**config.mk**
```make
export PLATFORM = sky130hd
export DESIGN_NAME = truth_table_extractor
export DESIGN_NICKNAME = d
export VERILOG_FILES = /design/src/rtl/truth_table_extractor.sv
export SDC_FILE = /design/constraint.sdc
export NUM_CORES = 1
export LEC_CHECK = 0
export ABC_AREA = 1
export CORE_MARGIN = 1.5
export CORE_UTILIZATION = 41
export CTS_CLUSTER_DIAMETER = 30
export DETAILED_ROUTE_END_ITERATION = 6
export MAX_ROUTING_LAYER = met4
export PLACE_DENSITY = 0.63
export SYNTH_ARGS = -nofsm -noshare
export SYNTH_HDL_FRONTEND = slang
export SYNTH_SLANG_ARGS = --single-unit
```
**constraint.sdc**
```tcl
create_clock -name clk -period 1.7 [get_ports clk]
set_input_delay 0.255 -clock clk [delete_from_list [all_inputs] [get_ports clk]]
set_output_delay 0.255 -clock clk [all_outputs]
set_load 0.05 [all_outputs]
```
**src/rtl/truth_table_extractor.sv**
```systemverilog
// Sweeps every input combination of a small combinational block, waits a
// programmable settle time per combination and captures its 1-bit response.
module truth_table_extractor #(
   parameter int N_IN   = 2,
   parameter int SETTLE = 1
) (
   input  logic                 clk,
   input  logic                 rst,
   input  logic                 start,
   input  logic                 abort,
   output logic [N_IN-1:0]      stim,
   input  logic                 resp,
   output logic                 busy,
   output logic                 done,
   output logic                 valid,
   output logic [2**N_IN-1:0]   truth_table
);

   localparam int              DEPTH      = 2**N_IN;
   localparam logic [N_IN:0]   LAST_INDEX = (N_IN+1)'(DEPTH - 1);
   localparam logic [3:0]      SETTLE_CNT = 4'(SETTLE);

   typedef enum logic [1:0] {
      S_IDLE,
      S_SETTLE,
      S_CAPTURE,
      S_FINISH
   } state_t;

   state_t             state_reg, state_next;
   logic [N_IN-1:0]    stim_reg, stim_next;
   logic [N_IN:0]      index_reg, index_next;
   logic [3:0]         cnt_reg, cnt_next;
   logic [DEPTH-1:0]   table_reg, table_next;
   logic [DEPTH-1:0]   shadow_reg;
   logic               done_reg, done_next;
   logic               valid_reg, valid_next;
   logic               clear_shadow;
   logic               capture;

   always_ff @(posedge clk) begin
      if (rst) begin
         state_reg <= S_IDLE;
         stim_reg  <= '0;
         index_reg <= '0;
         cnt_reg   <= '0;
         table_reg <= '0;
         done_reg  <= 1'b0;
         valid_reg <= 1'b0;
      end else begin
         state_reg <= state_next;
         stim_reg  <= stim_next;
         index_reg <= index_next;
         cnt_reg   <= cnt_next;
         table_reg <= table_next;
         done_reg  <= done_next;
         valid_reg <= valid_next;
      end
   end

   always_comb begin
      state_next   = state_reg;
      stim_next    = stim_reg;
      index_next   = index_reg;
      cnt_next     = cnt_reg;
      table_next   = table_reg;
      done_next    = 1'b0;
      valid_next   = valid_reg;
      clear_shadow = 1'b0;
      capture      = 1'b0;

      case (state_reg)
         S_IDLE: begin
            if (start) begin
               state_next   = S_SETTLE;
               index_next   = '0;
               stim_next    = '0;
               cnt_next     = SETTLE_CNT;
               clear_shadow = 1'b1;
            end
         end
         S_SETTLE: begin
            if (cnt_reg == 4'd0) state_next = S_CAPTURE;
            else                 cnt_next   = cnt_reg - 4'd1;
         end
         S_CAPTURE: begin
            capture = 1'b1;
            if (index_reg == LAST_INDEX) begin
               state_next = S_FINISH;
            end else begin
               index_next = index_reg + (N_IN+1)'(1);
               stim_next  = stim_reg + N_IN'(1);
               cnt_next   = SETTLE_CNT;
               state_next = S_SETTLE;
            end
         end
         S_FINISH: begin
            state_next = S_IDLE;
            table_next = shadow_reg;
            done_next  = 1'b1;
            valid_next = 1'b1;
            stim_next  = '0;
         end
         default: state_next = S_IDLE;
      endcase

      // Abort overrides whatever the active state wanted, including publication.
      if (state_reg != S_IDLE && abort) begin
         state_next = S_IDLE;
         stim_next  = '0;
         table_next = table_reg;
         valid_next = valid_reg;
         done_next  = 1'b0;
         capture    = 1'b0;
      end
   end

   // One flop per table entry, written only when the sweep index selects it.
   genvar gi;
   generate
      for (gi = 0; gi < DEPTH; gi++) begin : g_shadow
         always_ff @(posedge clk) begin
            if (rst || clear_shadow)
               shadow_reg[gi] <= 1'b0;
            else if (capture && index_reg == (N_IN+1)'(gi))
               shadow_reg[gi] <= resp;
         end
      end
   endgenerate

   assign stim        = stim_reg;
   assign busy        = (state_reg != S_IDLE);
   assign done        = done_reg;
   assign valid       = valid_reg;
   assign truth_table = table_reg;

endmodule
```
==> impl_metrics.env, run 1 <==
export IMPL_die_h_um=54.7
export IMPL_yosysUniqueCellTypes=15
export IMPL_cp_slowest_cell="dfxtp_1"
export IMPL_firstDrtPassIters=5
export IMPL_ios=14
export IMPL_portBuffers=13
export IMPL_rsz0062_at_grt="no"
export IMPL_status="completed"
export IMPL_area_delta_synth_final_pct=18.1
export IMPL_synth_area_top_cells="dfxtp_1 38%, ha_1 14%, nand2_1 11%"
export IMPL_synth_top_cells_by_count="31 x nand2_1, 27 x nor2_1, 22 x inv_1, 21 x dfxtp_1, 14 x a21oi_1"
export IMPL_dieArea_mm2=0.00299
export IMPL_grt_pass1_vias=880
export IMPL_finalWirelength_mm=2.09
export IMPL_die_w_um=54.7
export IMPL_worstHoldPathType="reg -> reg"
export IMPL_synth_top_cell_by_area="dfxtp_1"
export IMPL_worst_setup_path_start_kind="register"
export IMPL_start_util_pct=43.8
export IMPL_yosys_warnings=0
export IMPL_critPathKind="reg -> out"
export IMPL_tns_ps=0
export IMPL_critical_path_max_stage_delay_ps=400
export IMPL_met2_usage_pct=30.4
export IMPL_post_route_drc_count=0
export IMPL_period_share_pct=93.8
export IMPL_pwr_share_clk_pct=14.3
export IMPL_cts_tree="yes"
export IMPL_viasPerCell=4.77
export IMPL_overflow=0
export IMPL_grt_pass1_wl_mm=3.53
export IMPL_synthArstFlopShare_pct=0
export IMPL_relSlewSlack_pct=67.8
export IMPL_finalMaxSlewViolations=0
export IMPL_cts_buffer_depth=2
export IMPL_worstMarginPinSlew_ps=485
export IMPL_wl_per_cell_um=10.3
export IMPL_top_usage_layer="met2"
export IMPL_insertion_delay_ps=310
export IMPL_drive_gt1_share_pct=11.0
export IMPL_cpLargestDelayFamily="flip-flops"
export IMPL_cp_cell_sequence="inv_1, ha_1, inv_1, buf_12"
export IMPL_clkSinkCount=21
export IMPL_cp_buffers_inverters=3
export IMPL_numCtsBuffers=3
export IMPL_drv_cap=0
export IMPL_leakagePower_uw=0.000630
export IMPL_gr_usage_met3_pct=4.10
export IMPL_synthMostInstantiatedCell="nand2_1"
export IMPL_vias=963
export IMPL_power_density_mw_per_mm2=1340
export IMPL_clk_pin_slew_ps=120
export IMPL_syn_num_nets=171
export IMPL_hold_violations=0
export IMPL_place_gp_congestion=0.770
export IMPL_p_switching_uw=771
export IMPL_cp_data_arrival_time_ps=1340
export IMPL_ant_nets=0
export IMPL_end_kind="output pin"
export IMPL_period_minus_slack_ps=1590
export IMPL_ys_ff_latch=21
export IMPL_crit_fanout=4
export IMPL_switching_share_pct=44.6
export IMPL_grt_usage_pct=17.3
export IMPL_max_clock_freq_mhz=627
export IMPL_nets=190
export IMPL_ir_worst_vdd_v=0.000841
export IMPL_synth_flop_cell="dfxtp_1"
export IMPL_cts_htree_levels=1
export IMPL_ys_seq_area_share_pct=38.4
export IMPL_synthesis_area_mm2=0.00109
export IMPL_drt_iter0_markers=9
export IMPL_grt_max_degree=13
export IMPL_dp_hpwl_mm=1.66
export IMPL_core_mm2=0.00250
export IMPL_internal_power_uw=957
export IMPL_synth_top_area_share_pct=38.4
export IMPL_synth_edf_count=0
export IMPL_finalSetupViolations=0
export IMPL_hold_ws_ps=466
export IMPL_p_comb_share_pct=50.4
export IMPL_worst_path_most_repeated_cell="inv_1"
export IMPL_syn_inst=154
export IMPL_rows=18
export IMPL_antenna_found_initial=0
export IMPL_n_antenna_cell=0
export IMPL_seq_power_share_pct=35.4
export IMPL_grt_util_met1_pct=18.0
export IMPL_finClkSkew_ps=4.20
export IMPL_crit_required_ps=1440
export IMPL_synth_avg_cell_area_um2=7.11
export IMPL_root_buffer="clkbuf_4"
through the flow:
step / std cells / area (um2) / total power (uW) / worst slack [ps] / util [%]
after global routing: 202 / 1290 / 1880 / 33.4 / 51.7
after floorplan: 154 / 1090 / 1270 / 394 / -
after CTS: 202 / 1290 / 1750 / 89.5 / 51.7
after detailed placement: 198 / 1270 / 1490 / 222 / 50.7
after global placement: 198 / 1270 / 1480 / 222 / 50.7
final: 202 / 1290 / 1730 / 106 / 51.7
logic make-up (layout without fill, tap and decap cells):
family	count (synthesis)	count (layout)	synth area share (%)
AOI/OAI and AO/OA	26	26	12.2
DFF	21	21	38.4
and+or+nand+nor	70	70	26.4
adders and majority gates	12	12	13.7
buffers and inverters	24	42	8.46
xor gates and xnor gates	1	1	0.800
power groups by stage:
stage | Clock (uW) | Sequential [uW] | Combinational [uW]
2_1_floorplan | 0 | 667 | 600
3_3_place_gp | 0 | 621 | 862
3_5_place_dp | 0 | 625 | 868
4_1_cts | 260 | 613 | 877
5_1_grt | 279 | 624 | 981
6_report | 246 | 611 | 871
what timing repair did:
action / in CTS / in global routing
gates resized for setup: 1 / 0
hold buffers: 0 / 0
buffers inserted: 0 / 0
endpoints found under the setup margin: 1 / 0
path summary, 6_finish.rpt:
check | from | to | slack [ps] | depth (start not counted)
max reg2reg | state_reg[0] | cnt_reg[3] | 220 | 8
min reg2reg | cnt_reg[1] | cnt_reg[1] | 470 | 2
max | state_reg[0] | busy | 110 | 4
min | cnt_reg[1] | cnt_reg[1] | 470 | 2
cells in the final DEF (no fill, tap or decap):
cell | netlist | final
nand4_1 | 2 | 2
nand2_1 | 31 | 31
xor2_1 | 1 | 1
nand3_1 | 7 | 7
buf_4 | 0 | 9
ha_1 | 12 | 12
clkinv_2 | 0 | 1
a21oi_1 | 14 | 14
nand2_2 | 2 | 2
dfxtp_1 | 21 | 21
o21ai_2 | 1 | 1
dlygate4sd2_1 | 0 | 1
buf_12 | 0 | 1
inv_4 | 1 | 1
nor2_1 | 27 | 27
nand2_4 | 1 | 1
clkdlybuf4s50_1 | 0 | 4
clkbuf_4 | 0 | 3
o21ai_0 | 11 | 11
inv_1 | 22 | 22
area by class of cell:
cell class / count / area, um2
clock buffer: 3 / 22.5
clock inverter: 1 / 5.00
fill: 255 / 1210
inverter: 23 / 88.8
multi-input combinational: 109 / 582
sequential: 21 / 420
tap: 30 / 37.5
timing repair buffer: 15 / 136
tightest hold or removal path, stage by stage (launching register included):
cell     delay (ps)
dfxtp_1         330
nand2_1          60
a21oi_1          50
routing by layer:
layer  vias to the layer above  share of wire, %  wire length, um
met2                        10                49             1020
met4                         0               1.8               38
met1                       429                47              976
met3                         5               2.6               54
li1                        519                 -                -
met5                         -                 0                0
(Power assumes the default switching activity.)
==> run 2: changes to the inputs <==
clock period = 2 ns   (was 1.7 ns; I/O delays follow)
==> impl_metrics.env, run 2 (synthesized netlist as in run 1, its figures left out) <==
export IMPL_grt_usage_pct=17.4
export IMPL_grt_pass1_wl_mm=3.71
export IMPL_cp_buffers_inverters=1
export IMPL_crit_fanout=4
export IMPL_vias=961
export IMPL_core_mm2=0.00250
export IMPL_finalSetupViolations=0
export IMPL_critical_path_max_stage_delay_ps=820
export IMPL_crit_required_ps=1700
export IMPL_start_util_pct=43.8
export IMPL_relSlewSlack_pct=67.1
export IMPL_final_cell_mix="31 x nand2_1, 27 x nor2_1, 22 x inv_1"
export IMPL_status="completed"
export IMPL_rows=18
export IMPL_worstMarginPinSlew_ps=492
export IMPL_finalWirelength_mm=2.16
export IMPL_wl_per_cell_um=10.8
export IMPL_area_delta_synth_final_pct=17.3
export IMPL_period_minus_slack_ps=1820
export IMPL_numCtsBuffers=3
export IMPL_die_h_um=54.7
export IMPL_finClkSkew_ps=3.51
export IMPL_ir_worst_vdd_v=0.000577
export IMPL_leakagePower_uw=0.000597
export IMPL_antenna_found_initial=0
export IMPL_cp_cell_sequence="clkdlybuf4s50_1"
export IMPL_cp_data_arrival_time_ps=1520
export IMPL_hold_ws_ps=476
export IMPL_dp_hpwl_mm=1.70
export IMPL_insertion_delay_ps=300
export IMPL_cpLargestDelayFamily="buffers and inverters"
export IMPL_final_fill_count=249
export IMPL_critPathKind="reg -> out"
export IMPL_dieArea_mm2=0.00299
export IMPL_clk_pin_slew_ps=110
export IMPL_firstDrtPassIters=4
export IMPL_tns_ps=0
export IMPL_max_clock_freq_mhz=549
export IMPL_cts_buffer_depth=2
export IMPL_dpl_cell_area_mm2=0.00126
export IMPL_power_density_mw_per_mm2=1120
export IMPL_worstHoldPathType="reg -> reg"
export IMPL_final_area_mm2=0.00128
export IMPL_dpl_worst_slack_ps=450
export IMPL_final_common_cell="nand2_1"
export IMPL_finalMaxSlewViolations=0
export IMPL_cp_slowest_cell="clkdlybuf4s50_1"
export IMPL_rsz0062_at_grt="no"
export IMPL_overflow=0
export IMPL_cts_tree="yes"
export IMPL_ant_nets=0
export IMPL_root_buffer="clkbuf_4"
export IMPL_period_share_pct=91.1
export IMPL_regArea_um2=420
export IMPL_drv_cap=0
export IMPL_nets=188
export IMPL_die_w_um=54.7
export IMPL_drive_gt1_share_pct=5.88
export IMPL_multi_input_area_um2=582
export IMPL_n_antenna_cell=0
export IMPL_cts_resized=0
export IMPL_hold_buffers=0
export IMPL_worst_setup_path_start_kind="register"
export IMPL_hold_violations=0
export IMPL_post_route_drc_count=0
export IMPL_ios=14
export IMPL_portBuffers=13
export IMPL_fin_ws_ps=178
export IMPL_final_core_util_pct=51.4
export IMPL_r2r_slack_ps=420
export IMPL_grt_pass1_vias=898
export IMPL_clkSinkCount=21
export IMPL_grt_max_degree=13
export IMPL_place_gp_congestion=0.882
export IMPL_drt_iter0_markers=23
export IMPL_cts_htree_levels=1
export IMPL_cts_setup_buffers=0
export IMPL_viasPerCell=4.81
export IMPL_end_kind="output pin"
==> run 2: final timing paths <==
path,to,start,depth (start not counted)
max,stim[0],stim[0],1
min,shadow_reg[0],shadow_reg[0],2
max reg2reg,index_reg[1],state_reg[0],7
min reg2reg,shadow_reg[0],shadow_reg[0],2
==> run 2: layout make-up <==
type / count / share of cell area [%]
Multi-Input combinational cell: 109 / 45.3
Clock buffer: 3 / 1.75
Timing Repair Buffer: 13 / 9.94
Sequential cell: 21 / 32.7
Tap cell: 30 / 2.92
Inverter: 23 / 6.92
Clock inverter: 1 / 0.390
==> run 2: per-stage QoR <==
stage	power, uW	cells
after CTS	1440	200
after global routing	1570	200
after global placement	1220	196
after detailed placement	1240	196
after floorplan	1080	154
final	1430	200
==> run 2: worst reg2reg max path: stages, from the launching register on <==
cell and delay, ps:
dfxtp_1 410, inv_1 120, ha_1 300, nand2_1 130
nand2_2 80, nor2_1 180, nand2_1 90, a21oi_1 180
==> run 2: where the power goes <==
part	internal, uW	switching [uW]
clock	74.7	131
combinational	233	474
sequential	478	43.8
==> run 2: per-layer routing <==
metal	share of wire [%]	global-route usage [%]	vias to the layer above
met3	2.8	4.92	2
met4	0.70	2.50	0
li1	-	-	515
met2	48	29.8	9
met5	0	-	-
met1	48	20.6	435
